<file path="src/rtl/univ_shift_reg_pkg.sv">
// Shared mode encodings and helpers for the universal shift register.
// Latency: n/a (declarations only).
// Backpressure: n/a (declarations only).
package shift_pkg;

    localparam logic [2:0] MODE_HOLD = 3'b000;
    localparam logic [2:0] MODE_SHL  = 3'b001;
    localparam logic [2:0] MODE_SHR  = 3'b010;
    localparam logic [2:0] MODE_ROL  = 3'b011;
    localparam logic [2:0] MODE_ROR  = 3'b100;
    localparam logic [2:0] MODE_LOAD = 3'b101;
    localparam logic [2:0] MODE_INV  = 3'b110;
    localparam logic [2:0] MODE_RSVD = 3'b111;

    // Shift and rotate modes are the ones that advance the frame counter.
    function automatic logic is_shift(input logic [2:0] mode);
        return (mode == MODE_SHL) || (mode == MODE_SHR) ||
               (mode == MODE_ROL) || (mode == MODE_ROR);
    endfunction

endpackage

</file>
<file path="src/rtl/univ_shift_reg_frame_counter.sv">
// Frame counter: counts shift ops, wraps at WIDTH-1 and pulses done on the wrap.
// Latency: cnt and done are registered, valid one cycle after the sampling edge.
// Backpressure: none; inc is simply ignored when low (done drops to 0).
//
// Ports: clk, rst (sync), clr (sync restart of the frame), inc (one shift op),
//        cnt (ops in current frame), done (one-cycle pulse on frame completion).
module frame_counter #(
    parameter int WIDTH = 8,
    parameter int CW    = $clog2(WIDTH)
) (
    input  logic          clk,
    input  logic          rst,
    input  logic          clr,
    input  logic          inc,
    output logic [CW-1:0] cnt,
    output logic          done
);

    localparam logic [CW-1:0] LAST = CW'(WIDTH - 1);

    always_ff @(posedge clk) begin
        if (rst || clr) begin
            cnt  <= '0;
            done <= 1'b0;
        end else if (inc) begin
            // Explicit wrap so non-power-of-two widths never pass WIDTH-1.
            if (cnt == LAST) begin
                cnt  <= '0;
                done <= 1'b1;
            end else begin
                cnt  <= cnt + 1'b1;
                done <= 1'b0;
            end
        end else begin
            done <= 1'b0;
        end
    end

endmodule

</file>
<file path="src/rtl/univ_shift_reg.sv">
// Universal N-bit register: hold/shift/rotate/load/invert with serial I/O on both ends.
// Latency: q updates one cycle after the sampling edge; nq/sout_* are combinational from q.
// Backpressure: none; en=0 freezes q and cnt for as long as it is low.
//
// Ports: clk, rst (sync, highest priority), pre (sync preset), en (clock enable),
//        mode (op select), sin_l (enters MSB on shift right), sin_r (enters LSB on
//        shift left), d (parallel load), q/nq (contents and complement),
//        sout_l/sout_r (MSB/LSB), cnt (shift ops in frame), done (frame pulse).
module univ_shift_reg
    import shift_pkg::*;
#(
    parameter int               WIDTH   = 8,
    parameter logic [WIDTH-1:0] RST_VAL = {WIDTH{1'b0}},
    parameter logic [WIDTH-1:0] PRE_VAL = {WIDTH{1'b1}},
    localparam int              CW      = $clog2(WIDTH)
) (
    input  logic             clk,
    input  logic             rst,
    input  logic             pre,
    input  logic             en,
    input  logic [2:0]       mode,
    input  logic             sin_l,
    input  logic             sin_r,
    input  logic [WIDTH-1:0] d,
    output logic [WIDTH-1:0] q,
    output logic [WIDTH-1:0] nq,
    output logic             sout_l,
    output logic             sout_r,
    output logic [CW-1:0]    cnt,
    output logic             done
);

    logic [WIDTH-1:0] q_nxt;
    logic             cnt_clr;
    logic             cnt_inc;

    always_comb begin
        q_nxt = q;
        unique case (mode)
            MODE_SHL:  q_nxt = {q[WIDTH-2:0], sin_r};
            MODE_SHR:  q_nxt = {sin_l, q[WIDTH-1:1]};
            MODE_ROL:  q_nxt = {q[WIDTH-2:0], q[WIDTH-1]};
            MODE_ROR:  q_nxt = {q[0], q[WIDTH-1:1]};
            MODE_LOAD: q_nxt = d;
            MODE_INV:  q_nxt = ~q;
            default:   q_nxt = q;   // hold and reserved
        endcase
    end

    always_ff @(posedge clk) begin
        if (rst) begin
            q <= RST_VAL;
        end else if (pre) begin
            q <= PRE_VAL;   // preset does not need en
        end else if (en) begin
            q <= q_nxt;
        end
    end

    // Preset and parallel load both start a new frame; rst is handled separately
    // inside the counter so its priority is explicit there too.
    assign cnt_clr = pre || (en && (mode == MODE_LOAD));
    assign cnt_inc = en && is_shift(mode);

    frame_counter #(
        .WIDTH (WIDTH),
        .CW    (CW)
    ) u_frame_counter (
        .clk  (clk),
        .rst  (rst),
        .clr  (cnt_clr),
        .inc  (cnt_inc),
        .cnt  (cnt),
        .done (done)
    );

    assign nq     = ~q;
    assign sout_l = q[WIDTH-1];
    assign sout_r = q[0];

endmodule

</file>
<file path="config.mk">
export PLATFORM = sky130hd
export DESIGN_NAME = univ_shift_reg
export DESIGN_NICKNAME = d
export VERILOG_FILES = /design/src/rtl/univ_shift_reg_pkg.sv /design/src/rtl/univ_shift_reg_frame_counter.sv /design/src/rtl/univ_shift_reg.sv
export SDC_FILE = /design/constraint.sdc
export NUM_CORES = 1
export LEC_CHECK = 0
export ABC_AREA = 0
export BUFFER_PORTS_ARGS = -buffer_cell sky130_fd_sc_hd__buf_4
export CORE_ASPECT_RATIO = 1.1
export CORE_MARGIN = 2
export CORE_UTILIZATION = 45
export DETAILED_ROUTE_END_ITERATION = 7
export PLACE_DENSITY = 0.78
export RECOVER_POWER = 25
export SYNTH_ARGS = -nofsm -noshare
export SYNTH_HDL_FRONTEND = slang
export SYNTH_SLANG_ARGS = --single-unit
</file>
<file path="constraint.sdc">
create_clock -name clk -period 1.55 [get_ports clk]
set_clock_uncertainty 0.1 [all_clocks]
set_input_delay 0 -clock clk [delete_from_list [all_inputs] [get_ports clk]]
set_output_delay 0 -clock clk [all_outputs]
set_load 0.05 [all_outputs]
</file>
Word level (Yosys, flattened, before mapping)
Index checks and enable logic that the tools add are counted.

Bits in registers: 12. Output and inout bits: 22. Word-level logic and storage cells: 29. Input bits: 17.

Mux-type cells: 5. Equality and inequality tests: 7. Bitwise logic cells: 2. $add $sub $neg: 1. Reductions and logical operators: 11.

Operators by type and width (count): $pmux 8 s6 (1); $mux 8 (2); $eq 3x3->1 const B (4); $not 8->8 (1); $reduce_bool 7->1 (1); $eq 3x2->1 const B (2); $logic_or 1x1->1 (5); $add 3x1->3 const B (1); $eq 3x1->1 const B (1); $mux 3 (1); $logic_and 1x1->1 (2); $reduce_and 2->1 (1); $reduce_bool 2->1 (1); $reduce_or 2->1 (1); $mux 1 (1); $not 1->1 (1).

Longest topological paths before layout
Gate-level depths: netlist of run 1.

Depth in word-level cells: 7. Mapped depth: 6. Mapped depth without buffers: 4.

Hierarchy
A second synthesis of run 1 with hierarchy kept.

Cells, all modules: 103. Area, all modules: 882.1 µm².

Modules (own cells, without submodules): univ_shift_reg (area each 710.7 µm², seq. area each 160.2 µm², instances 1, cells an instance 88); frame_counter (area each 171.4 µm², seq. area each 80.1 µm², instances 1, cells an instance 15).

Worst setup path before layout of run 1
Ideal clock, no wire load.

Path type: register to register. Start point: register q[7]. End point: register q[7]. Period minus slack after synthesis: 1.791 ns. Arrival time: 1.571 ns. Buffers on the path: 0. Library setup time: 0.120 ns. Slack: -0.241 ns. Stages on the path, launching flop included: 5. Required time: 1.330 ns. Path through: dfxtp_1 inv_1 mux2i_1 o2bb2ai_1 o31a_1.

Cells in the longest elaborated chain, start to end: 4.

Ends and longest elaborated chain: start, declared (RTL line univ_shift_reg.sv:25) `output logic [WIDTH-1:0] q,`; start signal, assigned (RTL line univ_shift_reg.sv:56) `q <= q_nxt;`; $not 8->8; net nq[7] (RTL line univ_shift_reg.sv:26) `output logic [WIDTH-1:0] nq,`; $pmux 8 s6 (RTL line univ_shift_reg.sv:39) `unique case (mode)`; $mux 8 (RTL line univ_shift_reg.sv:55) `end else if (en) begin`; $mux 8 (RTL line univ_shift_reg.sv:53) `end else if (pre) begin`.

The timed path passes the listed nets, and every way through them passes these cells. The select of a mux whose other input is x is not followed. A chain may end at the register's enable or synchronous reset.

Worst setup path in the final report of run 1
Start point: register u_frame_counter.cnt[0]. End point: register u_frame_counter.cnt[0].

Cells in the longest elaborated chain, start to end: 2. Elaborated cells on any way between the ends: 3. Those cells by class: 1 x add/sub; 1 x eq/ne; 1 x mux.

Ends and longest elaborated chain: start, declared (RTL line univ_shift_reg_frame_counter.sv:15) `output logic [CW-1:0] cnt,`; start signal, assigned (RTL line univ_shift_reg_frame_counter.sv:31) `cnt <= cnt + 1'b1;`; $add 3x1->3 / $eq 3x3->1 (equally long branches) (RTL line univ_shift_reg_frame_counter.sv:31, univ_shift_reg_frame_counter.sv:27); $mux 3 (*) (RTL line univ_shift_reg_frame_counter.sv:27) `if (cnt == LAST) begin`.

Every way passes the cells marked *; elsewhere a longest branch is shown, timed or not.

==> results.py, run 1 <==
metrics = {
    "run_status": {
        "outcome": "finished clean",
    },
    "die": {
        "start_util_pct": 46.9,
        "rows": 16,
        "fp.coreArea_mm2": 0.00176,
        "die_w_um": 44.9,
        "dieArea_mm2": 0.00220,
        "ioPinCount": 39,
        "die_y_um": 49.0,
    },
    "synth": {
        "synth.area.mux_share_pct": 4.84,
        "synth-xor-area-share_pct": 1.06,
        "synth_commonest_cells": "12 x dfxtp_1, 10 x a21oi_1, 9 x inv_1",
        "synthTopCellsByArea": "dfxtp_1 29%, o2bb2ai_1 7.4%, a21oi_1 6.1%",
        "yosys.area.top_type": "dfxtp_1",
        "synth.avg_cell_area_um2": 8.80,
        "yosysMostFrequentCell": "dfxtp_1",
        "synth_top_family_by_area": "compound AO/OA/AOI/OAI gates",
        "yosysTopAreaCellShare_pct": 29.0,
        "async_flop_share_pct": 0,
        "synth_compound_area_share_pct": 37.4,
        "synth_edf_count": 0,
        "ys_seq_area_share_pct": 29.0,
        "synth_flop_cell": "dfxtp_1",
        "synthesis.instances": 94,
        "yosys.area_share.simple_pct": 13.9,
        "syn_area_um2": 827,
        "yosys_warnings": 0,
        "synth-adder-area-share_pct": 3.03,
        "synth_cell_types": 32,
        "synth-seq-cells": 12,
        "syn_nets": 113,
    },
    "global_route": {
        "grt_max_degree": 13,
        "grt_antenna_before_repair": 0,
        "grt_overflow": 0,
        "grt_usage_pct": 20.7,
        "grt_pass1_wl_um": 3420,
        "grt_pass1_vias": 825,
    },
    "worst_setup_path": {
        "crit_start": "u_frame_counter.cnt[0]",
        "critPathLaunchType": "flop",
        "r2r_end": "u_frame_counter.cnt[0]",
        "reg2reg_from": "u_frame_counter.cnt[0]",
        "crit_type": "flop to flop",
        "crit_path_end_kind": "flop",
        "rr_worst_depth": 4,
        "cp.arrival_ps": 1510,
        "required_ps": 1670,
        "worst-path-max-fanout": 4,
        "endpoint": "u_frame_counter.cnt[0]",
        "rrSetupSlack_ps": 160,
    },
    "final_layout": {
        "drive_gt1_share_pct": 34.6,
        "syn2layout_area_growth_pct": 36.6,
        "final_util_pct": 64.1,
        "n_antenna_cell": 0,
        "layout.nets": 153,
        "nFillCells": 175,
        "multi_input_area_um2": 498,
        "finalInstanceArea_mm2": 0.00113,
        "seq_area_um2": 241,
    },
    "drt": {
        "wl_per_cell_um": 15.2,
        "drc": 0,
        "routed-via-count": 904,
        "firstDrtPassIters": 4,
        "viasPerCell": 5.99,
        "ant_nets": 0,
        "drtIter0Drc": 37,
        "wl_um": 2290,
    },
    "timing": {
        "max_freq_mhz": 722,
        "tightestPinTransition_ps": 600,
        "finalCriticalPeriod_ps": 1390,
        "min_period_over_period_pct": 89.4,
        "setup_viol": 0,
        "tns_ps": 0,
        "rsz0062_at_grt": "false",
        "max_slew_margin_pct": 60.2,
        "setup_slack_ps": 165,
        "hold_viol": 0,
        "drv_slew": 0,
    },
    "clock_tree": {
        "tritoncts": "yes",
        "htreeDepth": 1,
        "clk_latency_ps": 280,
        "cts.sink_count": 12,
        "hold_buffers": 2,
        "cts_buffers": 3,
        "cts-root-buf": "clkbuf_4",
        "post-cts-setup-buffers": 0,
        "cts-resized-gates": 0,
        "clk_path_buf_depth": 2,
        "clk_pin_slew_ps": 90,
    },
    "place": {
        "placed_cell_area_mm2": 0.00110,
        "pre_cts_ws_ps": 170,
        "dp_hpwl_um": 1660,
        "gp_congestion": 0.860,
        "io_buffers": 38,
    },
    "power": {
        "p_int_uw": 614,
        "switching_share_pct": 41.1,
        "vdd.ir_drop.worst_uv": 538,
        "p_comb_share_pct": 40.2,
        "fin_total_pwr_mw": 1.04,
        "clockPowerShare_pct": 25.5,
        "power.switching_uw": 428,
        "power_density_mw_per_mm2": 922,
        "pwr-share-seq_pct": 34.4,
        "leakagePower_nw": 0.491,
    },
    "worst_hold_path": {
        "hold_class": "input port to flop",
    },
    "flow_run": {
        "drv_cap": 0,
    },
}
## logic make-up (layout without fill, tap and decap cells)
family                   count (synthesis)  count (layout)
AO/OA/AOI/OAI                           38              38
XOR/XNOR                                 1               1
adder cells (fa/ha/maj)                  2               2
buffers and inverters                   17              56
flip-flops                              12              12
multiplexers                             4               4
AND/OR/NAND/NOR                         20              20
## sequential cells by signal, indices dropped and copies added, names as in the netlist
name	flops
u_frame_counter.cnt	3
u_frame_counter.done	1
q	8
## metal layers
layer	track usage, %	share of wire (%)
met1	25.0	40
met2	34.5	52
met3	3.70	7.1
met4	9.31	1.5
met5	0	0
## per-stage QoR
step / hold slack [ps] / cells
2_1_floorplan: 74.9 / 94
3_3_place_gp: 150 / 145
3_5_place_dp: 156 / 145
4_1_cts: 15.0 / 151
5_1_grt: 44.4 / 151
6_report: 21.8 / 151
## cell usage in the layout, fill, tap and decap left out, types with 3 or more instances in the layout
cell type,n
inv_1,9
dfxtp_1,11
a221oi_1,4
o2bb2ai_1,7
nor2_1,3
clkbuf_4,3
a21oi_1,10
mux2i_1,4
clkbuf_1,8
nor2b_1,4
a22oi_1,6
buf_4,33
nand2_1,3
## worst max-delay path, cell delays in order, from the launching register on
cell and delay [ps]:
dfxtp_1 340, ha_1 210, ha_1 200, or3_1 350, a21oi_1 120
## power groups by stage
stage	sequential [mW]	combinational (mW)	clock, mW
after floorplan	0.432	0.226	0
after global placement	0.365	0.418	0
after detailed placement	0.365	0.422	0
after CTS	0.358	0.426	0.266
after global routing	0.361	0.439	0.278
final	0.358	0.419	0.265
## final cells by class
cell class / count / area share (%)
clock buffer: 4 / 3.21
inverter: 9 / 2.99
multi-input combinational: 65 / 44.1
sequential: 12 / 21.4
tap: 18 / 1.99
timing repair buffer: 43 / 26.4
## worst min-delay path by stage
stage               cells after the start  endpoint  startpoint  slack, ps
floorplan                               2      q[0]         pre         70
global placement                        2      q[2]         rst        150
detailed placement                      2      q[1]         rst        160
CTS                                     3      q[0]          en         10
global route                            3      q[0]          en         40
finish                                  3      q[0]          en         20
No activity file was read; power rests on OpenSTA's default activity.
==> run 2: changes to the inputs <==
--- a/config.mk
+++ b/config.mk
@@ -12,7 +12,7 @@
 export CORE_UTILIZATION = 45
 export DETAILED_ROUTE_END_ITERATION = 7
 export PLACE_DENSITY = 0.78
-export RECOVER_POWER = 25
+export RECOVER_POWER = 100
 export SYNTH_ARGS = -nofsm -noshare
 export SYNTH_HDL_FRONTEND = slang
 export SYNTH_SLANG_ARGS = --single-unit
==> run 2 against run 1 <==
Net effect: clock power about the same; critical path depth is the same; count of clock-buffer cells in the layout is the same; combinational power shrank 7.6%; cell area shrank 5.5%; wire length is 0.22% higher; maximum frequency hardly changed; sequential cell count is the same; final cell count unchanged; first-iteration DRC count shrank 22%; critical path type unchanged; critical endpoint unchanged; highest routed layer unchanged.
==> results.py, run 2 (synthesis results as in run 1) <==
metrics = {
    "final_layout": {
        "syn2layout_area_growth_pct": 29.0,
        "layout.nets": 153,
        "top_regs": "q x8, u_frame_counter.cnt x3, u_frame_counter.done x1",
        "n_antenna_cell": 0,
        "final_common_cell": "clkbuf_1",
        "drive_gt1_share_pct": 23.3,
        "finalInstanceArea_mm2": 0.00107,
        "largest_reg_flops": 8,
        "final_cell_mix": "22 x clkbuf_1, 17 x buf_4, 11 x dfxtp_1",
        "largest-register": "q",
        "fin_cells": 151,
        "nFillCells": 189,
    },
    "clock_tree": {
        "tritoncts": "yes",
        "post-cts-setup-buffers": 0,
        "cts-resized-gates": 0,
        "clk_latency_ps": 280,
        "clk_pin_slew_ps": 90,
        "cts-root-buf": "clkbuf_4",
        "clk_path_buf_depth": 2,
        "htreeDepth": 1,
        "cts.sink_count": 12,
        "cts_buffers": 3,
    },
    "timing": {
        "tightestPinTransition_ps": 639,
        "max_slew_margin_pct": 57.6,
        "tns_ps": 0,
        "finalCriticalPeriod_ps": 1390,
        "min_period_over_period_pct": 89.4,
        "setup_viol": 0,
        "hold_ws_ps": 19.6,
        "rsz0062_at_grt": "false",
        "hold_viol": 0,
        "drv_slew": 0,
        "max_freq_mhz": 721,
    },
    "power": {
        "power.switching_uw": 426,
        "vdd.ir_drop.worst_uv": 537,
        "clockPowerShare_pct": 26.2,
        "power_density_mw_per_mm2": 945,
        "p_int_uw": 583,
        "switching_share_pct": 42.2,
        "pwr-share-seq_pct": 35.5,
        "p_comb_share_pct": 38.3,
        "leakagePower_nw": 0.437,
    },
    "global_route": {
        "grt_usage_pct": 20.7,
        "grtUsageMet1_pct": 25.0,
        "grt_overflow": 0,
        "met2_usage_pct": 34.5,
        "grt_use_met3_pct": 3.70,
        "grt-busiest-layer": "met2",
        "grt_antenna_before_repair": 0,
        "grt_pass1_vias": 825,
        "grt_pass1_wl_um": 3420,
        "grt_max_degree": 13,
    },
    "die": {
        "start_util_pct": 46.9,
        "die_y_um": 49.0,
        "rows": 16,
        "die_w_um": 44.9,
        "dieArea_mm2": 0.00220,
        "fp.coreArea_mm2": 0.00176,
        "ioPinCount": 39,
    },
    "drt": {
        "wl_per_cell_um": 15.2,
        "drtIter0Drc": 29,
        "wl_um": 2300,
        "viasPerCell": 6.06,
        "ant_nets": 0,
        "routed-via-count": 915,
        "drc": 0,
        "firstDrtPassIters": 4,
    },
    "worst_setup_path": {
        "cp.arrival_ps": 1510,
        "crit_type": "flop to flop",
        "critPathLaunchType": "flop",
        "crit_path_end_kind": "flop",
        "required_ps": 1670,
        "worst-path-max-fanout": 4,
    },
    "place": {
        "placed_cells": 145,
        "placed_cell_area_mm2": 0.00110,
        "dp_hpwl_um": 1660,
        "io_buffers": 38,
        "gp_congestion": 0.860,
    },
    "run_status": {
        "outcome": "finished clean",
    },
    "flow_run": {
        "drv_cap": 0,
    },
    "worst_hold_path": {
        "hold_class": "input port to flop",
    },
}
-- run 2: layout make-up --
cell class	instances	area, um^2	share of cell area, %
clock buffers	4	36.3	3.40
inverters	9	33.8	3.17
multi-input cells	65	493	46.2
flip-flops and latches	12	241	22.6
well taps	18	22.5	2.11
repair buffers	43	240	22.5
-- run 2: worst max-delay path: stages (launching register included) --
cell and delay, ps:
dfxtp_1 340, ha_1 210, ha_1 200, or3_1 350, a21oi_1 120
-- run 2: final timing paths --
check / endpoint / cells after the start / slack [ps] / startpoint
max: u_frame_counter.cnt[0] / 4 / 160 / u_frame_counter.cnt[0]
min: q[0] / 3 / 20 / en
max reg2reg: u_frame_counter.cnt[0] / 4 / 160 / u_frame_counter.cnt[0]
min reg2reg: u_frame_counter.cnt[0] / 2 / 400 / u_frame_counter.cnt[0]
-- run 2: per-stage QoR --
step	total power, mW	setup WS (ps)	utilization (%)
CTS	1.05	152	65.8
floorplan	0.658	6.38	-
finish	1.01	164	60.6
global route	1.05	80.7	60.6
global placement	0.782	244	62.6
detailed placement	0.787	170	62.6
-- run 2: power groups by stage --
stage	Combinational, mW	Clock (mW)	Sequential [mW]
CTS	0.426	0.266	0.358
global route	0.408	0.278	0.360
global placement	0.418	0	0.365
detailed placement	0.422	0	0.365
floorplan	0.226	0	0.432
finish	0.387	0.264	0.358
-- run 2: per-layer routing --
layer  vias to the layer above  wire length, um
met5                         -                0
li1                        436                -
met3                         6              172
met4                         0               43
met1                       427              906
met2                        46             1170
-- run 2: timing repair --
action                                 4_1_cts  5_1_grt
setup endpoints to repair                    0        0
endpoints found under the hold margin        8        0
hold buffers                                 2        0
